File: src/rtl/ahb_irq_arbiter_if.sv
//------------------------------------------------------------------------------
// ahb_irq_arbiter_if
// Purpose : AHB-Lite bus bundle between a bus master and the interrupt arbiter
//           register slave.
// Signals : HSEL, HREADY, HADDR[31:0], HTRANS[1:0], HWRITE, HSIZE[2:0],
//           HWDATA[31:0]   master -> slave
//           HRDATA[31:0], HREADYOUT, HRESP   slave -> master
// Modports: master (drives requests), slave (drives responses)
//------------------------------------------------------------------------------
interface ahb_irq_arbiter_if;
    logic        HSEL;
    logic        HREADY;
    logic [31:0] HADDR;
    logic [1:0]  HTRANS;
    logic        HWRITE;
    logic [2:0]  HSIZE;
    logic [31:0] HWDATA;
    logic [31:0] HRDATA;
    logic        HREADYOUT;
    logic        HRESP;

    modport master (
        output HSEL, HREADY, HADDR, HTRANS, HWRITE, HSIZE, HWDATA,
        input  HRDATA, HREADYOUT, HRESP
    );

    modport slave (
        input  HSEL, HREADY, HADDR, HTRANS, HWRITE, HSIZE, HWDATA,
        output HRDATA, HREADYOUT, HRESP
    );
endinterface

File: src/rtl/ahb_irq_arbiter.sv
//------------------------------------------------------------------------------
// ahb_irq_arbiter
// Purpose : Collects eight asynchronous interrupt lines into a pending register,
//           masks them and grants one at a time to the CPU in round-robin order.
//           Software acknowledges a grant by writing its id to the ACK register.
// Ports   : HCLK          system clock, all state on rising edge
//           HRESETn       asynchronous active-low reset
//           ahb           AHB-Lite slave (zero wait states, always OKAY)
//           IRQ_IN[7:0]   peripheral interrupt lines, asynchronous to HCLK
//           IRQ_OUT       registered interrupt request to the CPU
//           IRQ_ID[2:0]   registered index of the granted source
// Registers (HADDR[3:2]):
//           0x0 PENDING  R / write-1-to-clear
//           0x4 MASK     RW, 8 bits
//           0x8 STATUS   R: bit8 = grant valid, bits2:0 = IRQ_ID
//           0xC ACK      W: bits2:0 = id being acknowledged
// Macro   : IRQ_EDGE_EN  when defined, a pending bit sets only on a rising edge
//           of its synchronised input; when undefined (default) pending is
//           level-sensitive.
//------------------------------------------------------------------------------
module ahb_irq_arbiter (
    input  logic               HCLK,
    input  logic               HRESETn,
    ahb_irq_arbiter_if.slave   ahb,
    input  logic [7:0]         IRQ_IN,
    output logic               IRQ_OUT,
    output logic [2:0]         IRQ_ID
);

    typedef enum logic [1:0] {
        REG_PENDING = 2'd0,
        REG_MASK    = 2'd1,
        REG_STATUS  = 2'd2,
        REG_ACK     = 2'd3
    } reg_sel_e;

    typedef enum logic {
        ST_IDLE  = 1'b0,
        ST_GRANT = 1'b1
    } state_e;

    logic       addr_phase;
    logic       dp_valid;
    logic       dp_write;
    reg_sel_e   dp_reg;

    logic [7:0] sync1;
    logic [7:0] sync2;
    logic [7:0] set_vec;
    logic [7:0] clr_vec;
    logic [7:0] pending;
    logic [7:0] pending_nxt;
    logic [7:0] mask;
    logic [7:0] mask_nxt;
    logic [7:0] req;
    logic [7:0] wbyte;
    logic       wr_en;
    logic       ack_hit;
    logic [2:0] rr;
    logic [2:0] grant_idx;
    logic       grant_found;
    state_e     state;
    logic       unused_bus;

    //--------------------------------------------------------------------------
    // Bus address phase: capture the register select for the following data
    // phase. HREADYOUT is always 1, so every data phase lasts one cycle.
    //--------------------------------------------------------------------------
    assign addr_phase = ahb.HSEL & ahb.HREADY & ahb.HTRANS[1];

    // NOTE: state is updated with non-blocking (<=) assignments so every flop
    // samples pre-edge values regardless of block evaluation order.
    always_ff @(posedge HCLK or negedge HRESETn) begin
        if (!HRESETn) begin
            dp_valid <= 1'b0;
            dp_write <= 1'b0;
            dp_reg   <= REG_PENDING;
        end else begin
            dp_valid <= addr_phase;
            if (addr_phase) begin
                dp_write <= ahb.HWRITE;
                dp_reg   <= reg_sel_e'(ahb.HADDR[3:2]);
            end
        end
    end

    assign wr_en   = dp_valid & dp_write;
    assign wbyte   = ahb.HWDATA[7:0];
    assign ack_hit = wr_en && (dp_reg == REG_ACK) && (state == ST_GRANT)
                     && (wbyte[2:0] == IRQ_ID);

    //--------------------------------------------------------------------------
    // Input synchronisers and pending-set detection
    //--------------------------------------------------------------------------
    // NOTE: the synchroniser flops are reset along with everything else so a
    // line held high through reset cannot leak a pending bit past release.
    always_ff @(posedge HCLK or negedge HRESETn) begin
        if (!HRESETn) begin
            sync1 <= 8'h00;
            sync2 <= 8'h00;
        end else begin
            sync1 <= IRQ_IN;
            sync2 <= sync1;
        end
    end

`ifdef IRQ_EDGE_EN
    logic [7:0] sync3;

    // sync3 holds the previous synchronised value for rising-edge detection.
    always_ff @(posedge HCLK or negedge HRESETn) begin
        if (!HRESETn) begin
            sync3 <= 8'h00;
        end else begin
            sync3 <= sync2;
        end
    end

    assign set_vec = sync2 & ~sync3;
`else
    assign set_vec = sync2;
`endif

    //--------------------------------------------------------------------------
    // Pending and mask next-state. Setting wins over clearing, which also makes
    // a level-mode W1C ineffective while the synchronised input is still high.
    //--------------------------------------------------------------------------
    // NOTE: every always_comb output gets a default first so no path leaves it
    // unassigned (which would infer a latch).
    always_comb begin
        clr_vec = 8'h00;
        if (wr_en && (dp_reg == REG_PENDING)) begin
            clr_vec = wbyte;
        end
        if (ack_hit) begin
            clr_vec[IRQ_ID] = 1'b1;
        end
    end

    assign pending_nxt = (pending & ~clr_vec) | set_vec;
    assign mask_nxt    = (wr_en && (dp_reg == REG_MASK)) ? wbyte : mask;

    always_ff @(posedge HCLK or negedge HRESETn) begin
        if (!HRESETn) begin
            pending <= 8'h00;
            mask    <= 8'h00;
        end else begin
            pending <= pending_nxt;
            mask    <= mask_nxt;
        end
    end

    //--------------------------------------------------------------------------
    // Round-robin search from rr. Walking offsets downwards lets the smallest
    // offset with a request win, so no early loop exit is needed.
    //--------------------------------------------------------------------------
    assign req = pending & mask;

    always_comb begin
        logic [2:0] idx;
        idx         = 3'd0;
        grant_found = 1'b0;
        grant_idx   = 3'd0;
        for (int i = 7; i >= 0; i--) begin
            idx = rr + 3'(i);
            if (req[idx]) begin
                grant_found = 1'b1;
                grant_idx   = idx;
            end
        end
    end

    //--------------------------------------------------------------------------
    // Grant FSM with registered IRQ_OUT / IRQ_ID. Leaving GRANT uses the
    // next-state pending/mask so a W1C or mask write drops the request on the
    // same edge it lands. Leaving GRANT always spends at least one cycle in
    // IDLE before the next grant.
    //--------------------------------------------------------------------------
    always_ff @(posedge HCLK or negedge HRESETn) begin
        if (!HRESETn) begin
            state   <= ST_IDLE;
            IRQ_OUT <= 1'b0;
            IRQ_ID  <= 3'd0;
            rr      <= 3'd0;
        end else begin
            case (state)
                ST_IDLE: begin
                    if (grant_found) begin
                        state   <= ST_GRANT;
                        IRQ_OUT <= 1'b1;
                        IRQ_ID  <= grant_idx;
                    end
                end
                ST_GRANT: begin
                    if (ack_hit) begin
                        state   <= ST_IDLE;
                        IRQ_OUT <= 1'b0;
                        rr      <= IRQ_ID + 3'd1;
                    end else if (!(pending_nxt[IRQ_ID] & mask_nxt[IRQ_ID])) begin
                        state   <= ST_IDLE;
                        IRQ_OUT <= 1'b0;
                    end
                end
                default: begin
                    state   <= ST_IDLE;
                    IRQ_OUT <= 1'b0;
                end
            endcase
        end
    end

    //--------------------------------------------------------------------------
    // Read data, driven only during a read data phase.
    //--------------------------------------------------------------------------
    always_comb begin
        ahb.HRDATA = 32'h0;
        if (dp_valid && !dp_write) begin
            case (dp_reg)
                REG_PENDING: ahb.HRDATA = {24'h0, pending};
                REG_MASK:    ahb.HRDATA = {24'h0, mask};
                REG_STATUS:  ahb.HRDATA = {23'h0, IRQ_OUT, 5'h0, IRQ_ID};
                default:     ahb.HRDATA = 32'h0;
            endcase
        end
    end

    assign ahb.HREADYOUT = 1'b1;
    assign ahb.HRESP     = 1'b0;

    // Bus fields this slave does not decode.
    assign unused_bus = ^{ahb.HSIZE, ahb.HADDR[31:4], ahb.HADDR[1:0],
                          ahb.HWDATA[31:8], ahb.HTRANS[0]};

endmodule

File: src/flat_wrapper.sv
// flat-port wrapper written by rule: the top's interface ports become plain ports
module ahb_irq_arbiter_flat 
  (HCLK, HRESETn, IRQ_IN, IRQ_OUT, IRQ_ID, ahb_HSEL, ahb_HREADY, ahb_HADDR, ahb_HTRANS, ahb_HWRITE, ahb_HSIZE, ahb_HWDATA, ahb_HRDATA, ahb_HREADYOUT, ahb_HRESP);
  ahb_irq_arbiter_if ahb_i ();
  input  logic HCLK;
  input  logic HRESETn;
  input  logic [7:0] IRQ_IN;
  output logic IRQ_OUT;
  output logic [2:0] IRQ_ID;
  input wire logic [$bits(ahb_i.HSEL)-1:0] ahb_HSEL;
  input wire logic [$bits(ahb_i.HREADY)-1:0] ahb_HREADY;
  input wire logic [$bits(ahb_i.HADDR)-1:0] ahb_HADDR;
  input wire logic [$bits(ahb_i.HTRANS)-1:0] ahb_HTRANS;
  input wire logic [$bits(ahb_i.HWRITE)-1:0] ahb_HWRITE;
  input wire logic [$bits(ahb_i.HSIZE)-1:0] ahb_HSIZE;
  input wire logic [$bits(ahb_i.HWDATA)-1:0] ahb_HWDATA;
  output wire logic [$bits(ahb_i.HRDATA)-1:0] ahb_HRDATA;
  output wire logic [$bits(ahb_i.HREADYOUT)-1:0] ahb_HREADYOUT;
  output wire logic [$bits(ahb_i.HRESP)-1:0] ahb_HRESP;
  assign ahb_i.HSEL = ahb_HSEL;
  assign ahb_i.HREADY = ahb_HREADY;
  assign ahb_i.HADDR = ahb_HADDR;
  assign ahb_i.HTRANS = ahb_HTRANS;
  assign ahb_i.HWRITE = ahb_HWRITE;
  assign ahb_i.HSIZE = ahb_HSIZE;
  assign ahb_i.HWDATA = ahb_HWDATA;
  assign ahb_HRDATA = ahb_i.HRDATA;
  assign ahb_HREADYOUT = ahb_i.HREADYOUT;
  assign ahb_HRESP = ahb_i.HRESP;
  ahb_irq_arbiter u_core (.HCLK(HCLK), .HRESETn(HRESETn), .ahb(ahb_i), .IRQ_IN(IRQ_IN), .IRQ_OUT(IRQ_OUT), .IRQ_ID(IRQ_ID));
endmodule
File: config.mk
export PLATFORM = sky130hd
export DESIGN_NAME = ahb_irq_arbiter_flat
export DESIGN_NICKNAME = d
export VERILOG_FILES = /design/src/rtl/ahb_irq_arbiter_if.sv /design/src/rtl/ahb_irq_arbiter.sv /design/src/flat_wrapper.sv
export SDC_FILE = /design/constraint.sdc
export NUM_CORES = 1
export LEC_CHECK = 0
export CAP_MARGIN = 20
export CORE_UTILIZATION = 45
export CTS_BUF_LIST = sky130_fd_sc_hd__clkbuf_8 sky130_fd_sc_hd__clkbuf_16
export CTS_CLUSTER_DIAMETER = 40
export DETAILED_ROUTE_END_ITERATION = 10
export PLACE_DENSITY = 0.9
export SETUP_SLACK_MARGIN = 0.5
export SYNTH_ARGS = -nofsm -noshare
export SYNTH_HDL_FRONTEND = slang
export SYNTH_SLANG_ARGS = --single-unit
File: constraint.sdc
create_clock -name HCLK -period 4.8 [get_ports HCLK]
set_input_delay 0.96 -clock HCLK [delete_from_list [all_inputs] [get_ports HCLK]]
set_output_delay 0.96 -clock HCLK [all_outputs]
set_load 0.01 [all_outputs]
---- After elaboration in Yosys (flattened, before gate mapping) ----
Cells that the tools add are included.
word-level totals
  output and inout port bits .............. 38
  bits in registers ....................... 44
  logic and storage cells ................. 108
  input port bits ......................... 82
operators by class
  reductions and logical operators ........ 12
  order comparisons ....................... 10
  add/subtract/negate cells ............... 8
  bitwise operators ....................... 10
  mux-type cells .......................... 51
  equal/unequal tests ..................... 6
operators by type and width
  operator                                                           count
  less-than comparator 3 x 4 -> 1 bit, second input constant         9
  two-way mux 32 bit                                                 1
  binary-select mux 1 bit (select 3 bit)                             10
  one-hot mux 9 bit (3 select lines)                                 1
  two-way mux 1 bit                                                  25
  two-way mux 3 bit                                                  8
  two-way mux 8 bit                                                  3
  bitwise AND 8 bit                                                  2
  OR 8 bit                                                           2
  adder 3 bit, second input constant                                 4
  inverter 8 bit                                                     1
  logical AND 1 bit                                                  7
  adder 3 x 1 -> 3 bit, second input constant                        2
  adder 3 x 2 -> 3 bit, second input constant                        2
  AND reduction 2 bit                                                3
  bitwise AND 1 bit                                                  4
  equality test 2 bit, second input constant                         2
  one-hot mux 1 bit (2 select lines)                                 2
  demux 1 bit (select 3 bit)                                         1
  equality test 3 bit                                                1
  greater-or-equal comparator 3 x 1 -> 1 bit, second input constant  1
  != test 3 x 2 -> 1 bit, second input constant                      1
  equality test 2 x 1 -> 1 bit, second input constant                1
  zero test 2 bit                                                    1
  other kinds (3)                                                    3

---- Depth between registers and ports, before layout ----
  depth in word-level cells ............... 15
  mapped depth ............................ 12

---- Worst setup path before layout ----
OpenSTA, ideal clock, no wires.
  path type ............................... register -> register
  from .................................... register u_core.rr[0]
  to ...................................... register u_core.IRQ_ID[0]
  required time ........................... 4.718 ns
  path buffers ............................ 2
  cell stages (with the launch flop) ...... 11
  arrival time ............................ 2.514 ns
  slack ................................... 2.205 ns
  path through ............................ dfrtp_1 buf_6 clkbuf_8 inv_1 ha_1 xnor2_1 mux4_1 o211ai_1 a21oi_2 or4_1 a31oi_1
on the way
  cells in the longest elaborated chain, start to end .. 12
  elaborated cells on any way between the ends .. 40
  classes of those cells .................. 7 x add/sub; 32 x mux; 1 x reduce/logical
RTL lines
  item                                     RTL line                text
  start: declaration                       ahb_irq_arbiter.sv:59   logic [2:0] rr;
  start signal: assignment                 ahb_irq_arbiter.sv:198  rr <= IRQ_ID + 3'd1;
  adder 3 bit                              ahb_irq_arbiter.sv:165  idx = rr + 3'(i);
  binary-select mux 1 bit (select 3 bit)   ahb_irq_arbiter.sv:166  if (req[idx]) begin
  two-way mux 1 bit (implied by the code)  ahb_irq_arbiter.sv:166
  two-way mux 1 bit (8 in series)          ahb_irq_arbiter.sv:166
  AND reduction 2 bit (no line)            n/a
  end signal: assignment                   ahb_irq_arbiter.sv:191  IRQ_ID <= grant_idx;
  end: declaration                         ahb_irq_arbiter.sv:27   output logic [2:0] IRQ_ID
Several ways; a longest one is shown, not always the timed one. The select of a mux whose other input is x is not followed.
A chain may end at the register's enable or synchronous reset.

---- Worst setup path after layout ----
  from .................................... register u_core.rr[1]
  to ...................................... register u_core.IRQ_ID[2]
Same word-level chain as after synthesis.

==> results_dict.tcl <==
set metrics [dict create \
    status "finished clean" \
    drt-pass1-iter-count 7 \
    reg2reg_depth 9 \
    endpoint_kind "flop" \
    hold_ws_ns 0.351 \
    synth_cell_type_count 68 \
    grt-ovfl-total 0 \
    cts_max_level 2 \
    intPower_uw 995 \
    synth_edf_count 0 \
    area_delta_synth_final_pct 12.4 \
    crit_fanout 13 \
    worst_pin_slew_ns 0.928 \
    start_kind "flop" \
    nets 438 \
    fin_util_pct 52.1 \
    place_congestion 0.938 \
    route.detailed.drc 0 \
    ctsHoldBuffers 0 \
    vias_per_cell 5.96 \
    p_switching_uw 737 \
    async_flop_share_pct 100 \
    setup_viol 0 \
    grt_antenna_before_repair 0 \
    grt_pass1_vias 2552 \
    fmax_ghz 0.311 \
    syn_inst 323 \
    dp.final_hpwl_um 5610 \
    drive_gt1_share_pct 13.0 \
    core_um2 6790 \
    pre_cts_ws_ns 1.67 \
    p_clk_share_pct 16.4 \
    synth_area_um2 3150 \
    detail-route-antenna-nets 0 \
    io_pins 120 \
    rsz0062_at_grt "no" \
    hp-class "reg2reg" \
    wl_per_cell_um 16.7 \
    postCtsSetupRepairBufs 0 \
    post-route-period-util_pct 67.0 \
    wl_met3_um 611 \
    cts_resized 0 \
    skew_ns 0.0127 \
    seq_power_share_pct 33.2 \
    clkSlewWorstSetupHoldPaths_ns 0.08 \
    num_rows 30 \
    cts_tree "done" \
    fin_area_um2 3540 \
    drt_wl_total_um 7500 \
    switching_share_pct 42.6 \
    max_stage_delay_ns 0.63 \
    initial_utilization_pct 46.4 \
    fin_tns_setup_ns 0 \
    drtIter0Drc 278 \
    vias 2684 \
    diodes 0 \
    track_usage_pct 22.0 \
    fillers 570 \
    worstSkewPairLatency_ns 0.30 \
    routedLengthMet1_um 2810 \
    clockRootBuffer "clkbuf_8" \
    top_layer_used "met4" \
    cts_buffers 5 \
    final_max_slew_viol_count 0 \
    path_cells "inv_2, ha_1, inv_1, mux4_2, and2b_2, o31a_1, a221oi_1, o31ai_1, a31oi_1" \
    required_ns 5.02 \
    io_buffers 36 \
    ys_seq_area_share_pct 34.9 \
    finalPower_mw 1.73 \
    synthFlopType "dfrtp_1" \
    power.density_nw_per_um2 489 \
    ys_ff_latch 44 \
    path_class "reg2reg" \
    fin_cells 450 \
    dp_cells 442 \
    synth_area_per_cell_um2 9.76 \
    place_area_um2 3430 \
    p_leak_nw 1.41 \
    slew_headroom_pct 38.1 \
    irDropWorstVdd_v 0.000288 \
    clock-sinks 44 \
    maxCapViolCount 0 \
    wl_met2_um 3850 \
    combPwrFrac_pct 50.4 \
    holdPathStages 0 \
    arrival_ns 3.43 \
    worst_slack_ns 1.59 \
    clk_path_buf_depth 2 \
    slowest_stage "dfrtp_1" \
    die_w_um 85.7 \
    die_y_um 85.7 \
    report.final.hold_viol_count 0 \
    die-area_um2 7340 \
    yosys_warnings 0 \
    grt_pass1_wl_um 12500 \
    fin_crit_ns 3.21 \
    grt_max_degree 45 \
]
layout make-up:
cell class              count  area, µm²  share of cell area, %
well taps                  96        120                   3.39
clock inverters             3       46.3                   1.31
multi-input cells         256       1810                   51.0
repair buffers             38        370                   10.5
flip-flops and latches     44       1100                   31.1
clock buffers               5       68.8                   1.94
inverters                   8       30.0                  0.848
power groups by stage:
stage	combinational [mW]	clock, mW	sequential [mW]
after global placement	0.823	0	0.571
after CTS	0.857	0.291	0.570
after detailed placement	0.847	0	0.577
after global routing	0.956	0.308	0.586
after floorplan	0.714	0	0.506
final	0.873	0.284	0.575
worst max-delay path: cells and delay by family (launching register included):
| family | cells | cell delay [ns] |
|---|---|---|
| AO/OA/AOI/OAI | 4 | 0.88 |
| flip-flops | 1 | 0.63 |
| adder cells (fa/ha/maj) | 1 | 0.58 |
| buffers and inverters | 2 | 0.45 |
| multiplexers | 1 | 0.34 |
| AND/OR/NAND/NOR | 1 | 0.23 |
cells in the final DEF (no fill, tap or decap), types with 3 or more instances in the layout:
master,netlist,final
nor3_1,4,4
xnor2_1,3,3
nand4b_1,3,3
ha_1,3,3
mux4_2,7,7
conb_1,2,25
a21o_1,3,3
nor2b_1,3,3
o21bai_1,3,3
mux2i_1,16,16
nand2_1,34,34
a21boi_0,4,4
a211oi_1,3,3
nand4_1,3,3
nand3b_1,4,4
xor2_1,4,4
mux2_2,14,14
nand2b_1,7,7
nand3_1,7,7
o211ai_1,6,6
clkbuf_8,4,5
o22ai_1,3,3
dfrtp_1,44,44
and2_1,5,5
inv_1,7,7
nor2_1,24,24
clkdlybuf4s50_1,0,35
a21oi_1,11,11
o21ai_0,10,10
o21a_1,3,3
metal layers:
| metal | vias to the layer above | global-route usage, % |
|---|---|---|
| li1 | 1191 | - |
| met1 | 1291 | 27.2 |
| met2 | 176 | 37.5 |
| met3 | 26 | 4.33 |
| met4 | 0 | 9.85 |
| met5 | - | 0 |
kinds of logic after synthesis:
logic type	synth area share, %
simple gates	17.0
mux	17.5
flops	34.9
buf+inv	10.5
xor+xnor	1.95
fa+ha+maj	1.19
other cells	0.238
compound gates	16.7
cell usage after synthesis, types with 2 or more instances:
| cell type | number | share of area, % |
|---|---|---|
| dfrtp_1 | 44 | 35 |
| nand2_1 | 34 | 4.0 |
| buf_4 | 25 | 6.0 |
| nor2_1 | 24 | 2.9 |
| mux2i_1 | 16 | 5.1 |
| mux2_2 | 14 | 5.0 |
| a21oi_1 | 11 | 1.7 |
| o21ai_0 | 10 | 1.6 |
| inv_1 | 7 | 0.83 |
| mux4_2 | 7 | 5.0 |
| nand2b_1 | 7 | 1.4 |
| nand3_1 | 7 | 1.1 |
| o211ai_1 | 6 | 1.4 |
| and2_1 | 5 | 0.99 |
| clkbuf_1 | 5 | 0.60 |
| a21boi_0 | 4 | 0.95 |
| clkbuf_8 | 4 | 1.7 |
| nand3b_1 | 4 | 0.95 |
| nor3_1 | 4 | 0.64 |
| xor2_1 | 4 | 1.1 |
| a211oi_1 | 3 | 0.71 |
| a21o_1 | 3 | 0.71 |
| ha_1 | 3 | 1.2 |
| nand4_1 | 3 | 0.60 |
| nand4b_1 | 3 | 0.83 |
| nor2b_1 | 3 | 0.60 |
| o21a_1 | 3 | 0.71 |
| o21bai_1 | 3 | 0.71 |
| o22ai_1 | 3 | 0.60 |
| xnor2_1 | 3 | 0.83 |
| a2111oi_0 | 2 | 0.56 |
| a211o_1 | 2 | 0.56 |
| a21oi_2 | 2 | 0.56 |
| a221oi_1 | 2 | 0.56 |
| a31o_2 | 2 | 0.56 |
| a31oi_1 | 2 | 0.40 |
| and3_2 | 2 | 0.48 |
| conb_1 | 2 | 0.24 |
| mux4_1 | 2 | 1.7 |
| nor4_1 | 2 | 0.40 |
| o2111ai_1 | 2 | 0.56 |
| o21ai_1 | 2 | 0.32 |
| o311ai_0 | 2 | 0.56 |
path summary, 6_finish.rpt:
path	slack, ns	startpoint	endpoint
max	1.59	u_core.rr[1]$_DFFE_PN0P_	u_core.IRQ_ID[2]$_DFFE_PN0P_
min	0.35	u_core.sync1[3]$_DFF_PN0_	u_core.set_vec[3]$_DFF_PN0_
max reg2reg	1.59	u_core.rr[1]$_DFFE_PN0P_	u_core.IRQ_ID[2]$_DFFE_PN0P_
min reg2reg	0.35	u_core.sync1[3]$_DFF_PN0_	u_core.set_vec[3]$_DFF_PN0_
max in group asynchronous	3.43	HRESETn	u_core.mask[3]$_DFF_PN0_
min in group asynchronous	0.80	HRESETn	u_core.pending[7]$_DFF_PN0_
Power figures use the tool's default switching activity.
==> patch, RTL diff (config.mk and constraints unchanged) <==
`pending` no longer has a reset. Comments in the files are not updated.
--- a/src/rtl/ahb_irq_arbiter.sv
+++ b/src/rtl/ahb_irq_arbiter.sv
@@ -143,10 +143,12 @@
     always_ff @(posedge HCLK or negedge HRESETn) begin
         if (!HRESETn) begin
-            pending <= 8'h00;
             mask    <= 8'h00;
         end else begin
-            pending <= pending_nxt;
             mask    <= mask_nxt;
         end
+    end
+
+    always_ff @(posedge HCLK) begin
+        pending <= pending_nxt;
     end
 
Behaviour: not the same (Yosys sat finds a counterexample within 10 cycles, from zero or initial values and one cycle with HRESETn low; the reset may be asserted at any time).
==> patch against the unedited design <==
- die area is 2.1% lower
- non-clock buffer count is 1 lower
- fmax is 7.5% lower
- sequential cell count stayed put
- wire length is 5.3% lower
- cell area is 1.0% lower
- worst setup slack worse by 260 ps
- power is 1.6% higher
- highest routed layer unchanged
- hold slack better by 4.5 ps
- critical path type unchanged
- critical path depth stayed put
- the run now ends with DRC left
- clock skew is 4.8 ps lower
- synthesized area is 2.1% lower
==> patch: results (changes against the unedited design) <==
- GRT Util Overall: 20.3% (-1.7 points)
- Worst R2R Start: u_core.rr[0]$_DFFE_PN0P_
- Commonest cells post-synth: 36 x dfrtp_1, 30 x nand2_1, 26 x buf_4
- Vias per inst: 6.00 (+0.52%)
- Finished Layout Cells: 431 (-4.2%)
- M3 GR Usage: 3.34% (-0.99 points)
- DP HPWL: 5.44 mm (-2.9%)
- Mapped Cells: 324 (+0.31%)
- Met2 GRT Util: 36.1% (-1.5 points)
- First-pass GRT wire length: 11.6 mm (-6.9%)
- Netlist cell types: 69 (+1.5%)
- Fillers: 566 (-0.70%)
- Drt drc: 5 (+5)
- Cells after DPL: 423 (-4.3%)
- Routing usage on met1: 25.0% (-2.2 points)
- Clk pwr share: 16.6% (+0.2 points)
- Skew-Pair Late Insertion Delay: 300 ps (about the same)
- Status: finished, violations left
- PwrDens: 502 nW/um^2 (+2.6%)
- Sequential share of the synthesized area: 34.4% (-0.55 points)
- Final GP Congestion: 0.894 (-4.6%)
- Drt total wl: 7.10 mm (-5.3%)
- FF-to-FF setup slack: 1320 ps (-260 ps)
- CP max-delay cell: dfrtp_1
- Area of the multi-input gates: 1820 um^2 (+0.90%)
- Peak VDD IR: 242 uV (-16%)
- Multi-In Gates: 255 (-0.39%)
- Met3 WL: 392 um (-36%)
- Failing checks: DRC
- Critical Path Max Stage Delay: 1000 ps (+370 ps)
- Flop pwr share: 33.1% (about the same)
- CLK BUF: 6 (+1)
- Initial DRC count: 221 (-21%)
- Top cells by area, synth: dfrtp_1 29%, mux4_2 6.6%, buf_4 6.3%
- Post-cts sizing count: 0 (unchanged)
- CP top delay family: flip-flops
- Worst slew pin tran: 999 ps (+70.7 ps)
- Initial antenna violation count: 0 (unchanged)
- Initial DRT Pass Iterations: 8 (+1)
- Root buffer cell: clkbuf_8
- Vias in the first global route: 2444 (-4.2%)
- Worst Hold Path EP: u_core.set_vec[4]$_DFF_PN0_
- Repair and plain buffers: 37 (-2.6%)
- FFs w/ async S/R, synth: 81.8% (-18 points)
- Metal1 wirelength: 2.94 mm (+4.6%)
- Worst Hold Launch: u_core.sync1[4]$_DFF_PN0_
- Final clock-cell share: 3.46% (+0.21 points)
- Final Skew: 7.85 ps (-4.84 ps)
- Reg2reg end: u_core.IRQ_ID[0]$_DFFE_PN0P_
- Final Util: 54.0% (+1.8 points)
- Non-clock buffering overhead: 10.5% (+0.037 points)
- Internal: 0.00102 W (+2.6%)
- Pin count of the biggest net entering global routing: 37 (-18%)
- Hold WS: 355 ps (+4.54 ps)
- Worst Path Arrival: 3690 ps (+260 ps)
- Seq area share: 30.3% (-0.82 points)
- Critical path fanouts, max: 32 (+19)
- Pleak: 1.41 nW (+0.29%)
==> patch: changes by cell type in the layout (fill, tap and decap cells not counted), moves of 3 or more <==
cell / change
a21oi_1: -4
and2_1: -5
dfrtp_1: -8
dfxtp_1: +8
mux2i_1: -5
nand2_1: -4
nand3_1: +6
o211ai_1: -5
o21ai_0: +7
xor2_1: -3
==> patch: per-stage QoR <==
stage	area, um^2	setup WS (ps)
2_1_floorplan	3170	1970
3_3_place_gp	3380	1410
3_5_place_dp	3380	1380
4_1_cts	3510	1320
5_1_grt	3510	1050
6_report	3510	1320
==> patch: cell families after synthesis <==
logic type,share of synthesized area (%)
simple gates,18.6
compound gates,17.4
buf+inv,9.37
flops,34.4
mux,16.8
xor+xnor,1.95
fa+ha+maj,1.22
other cells,0.243
==> patch: worst reg2reg max path: cells and delay by family, from the launching register on <==
family | cells | cell delay (ps)
buf+inv | 2 | 390
mux | 2 | 640
simple gates | 1 | 480
fa+ha+maj | 1 | 470
compound gates | 3 | 400
flops | 1 | 1000
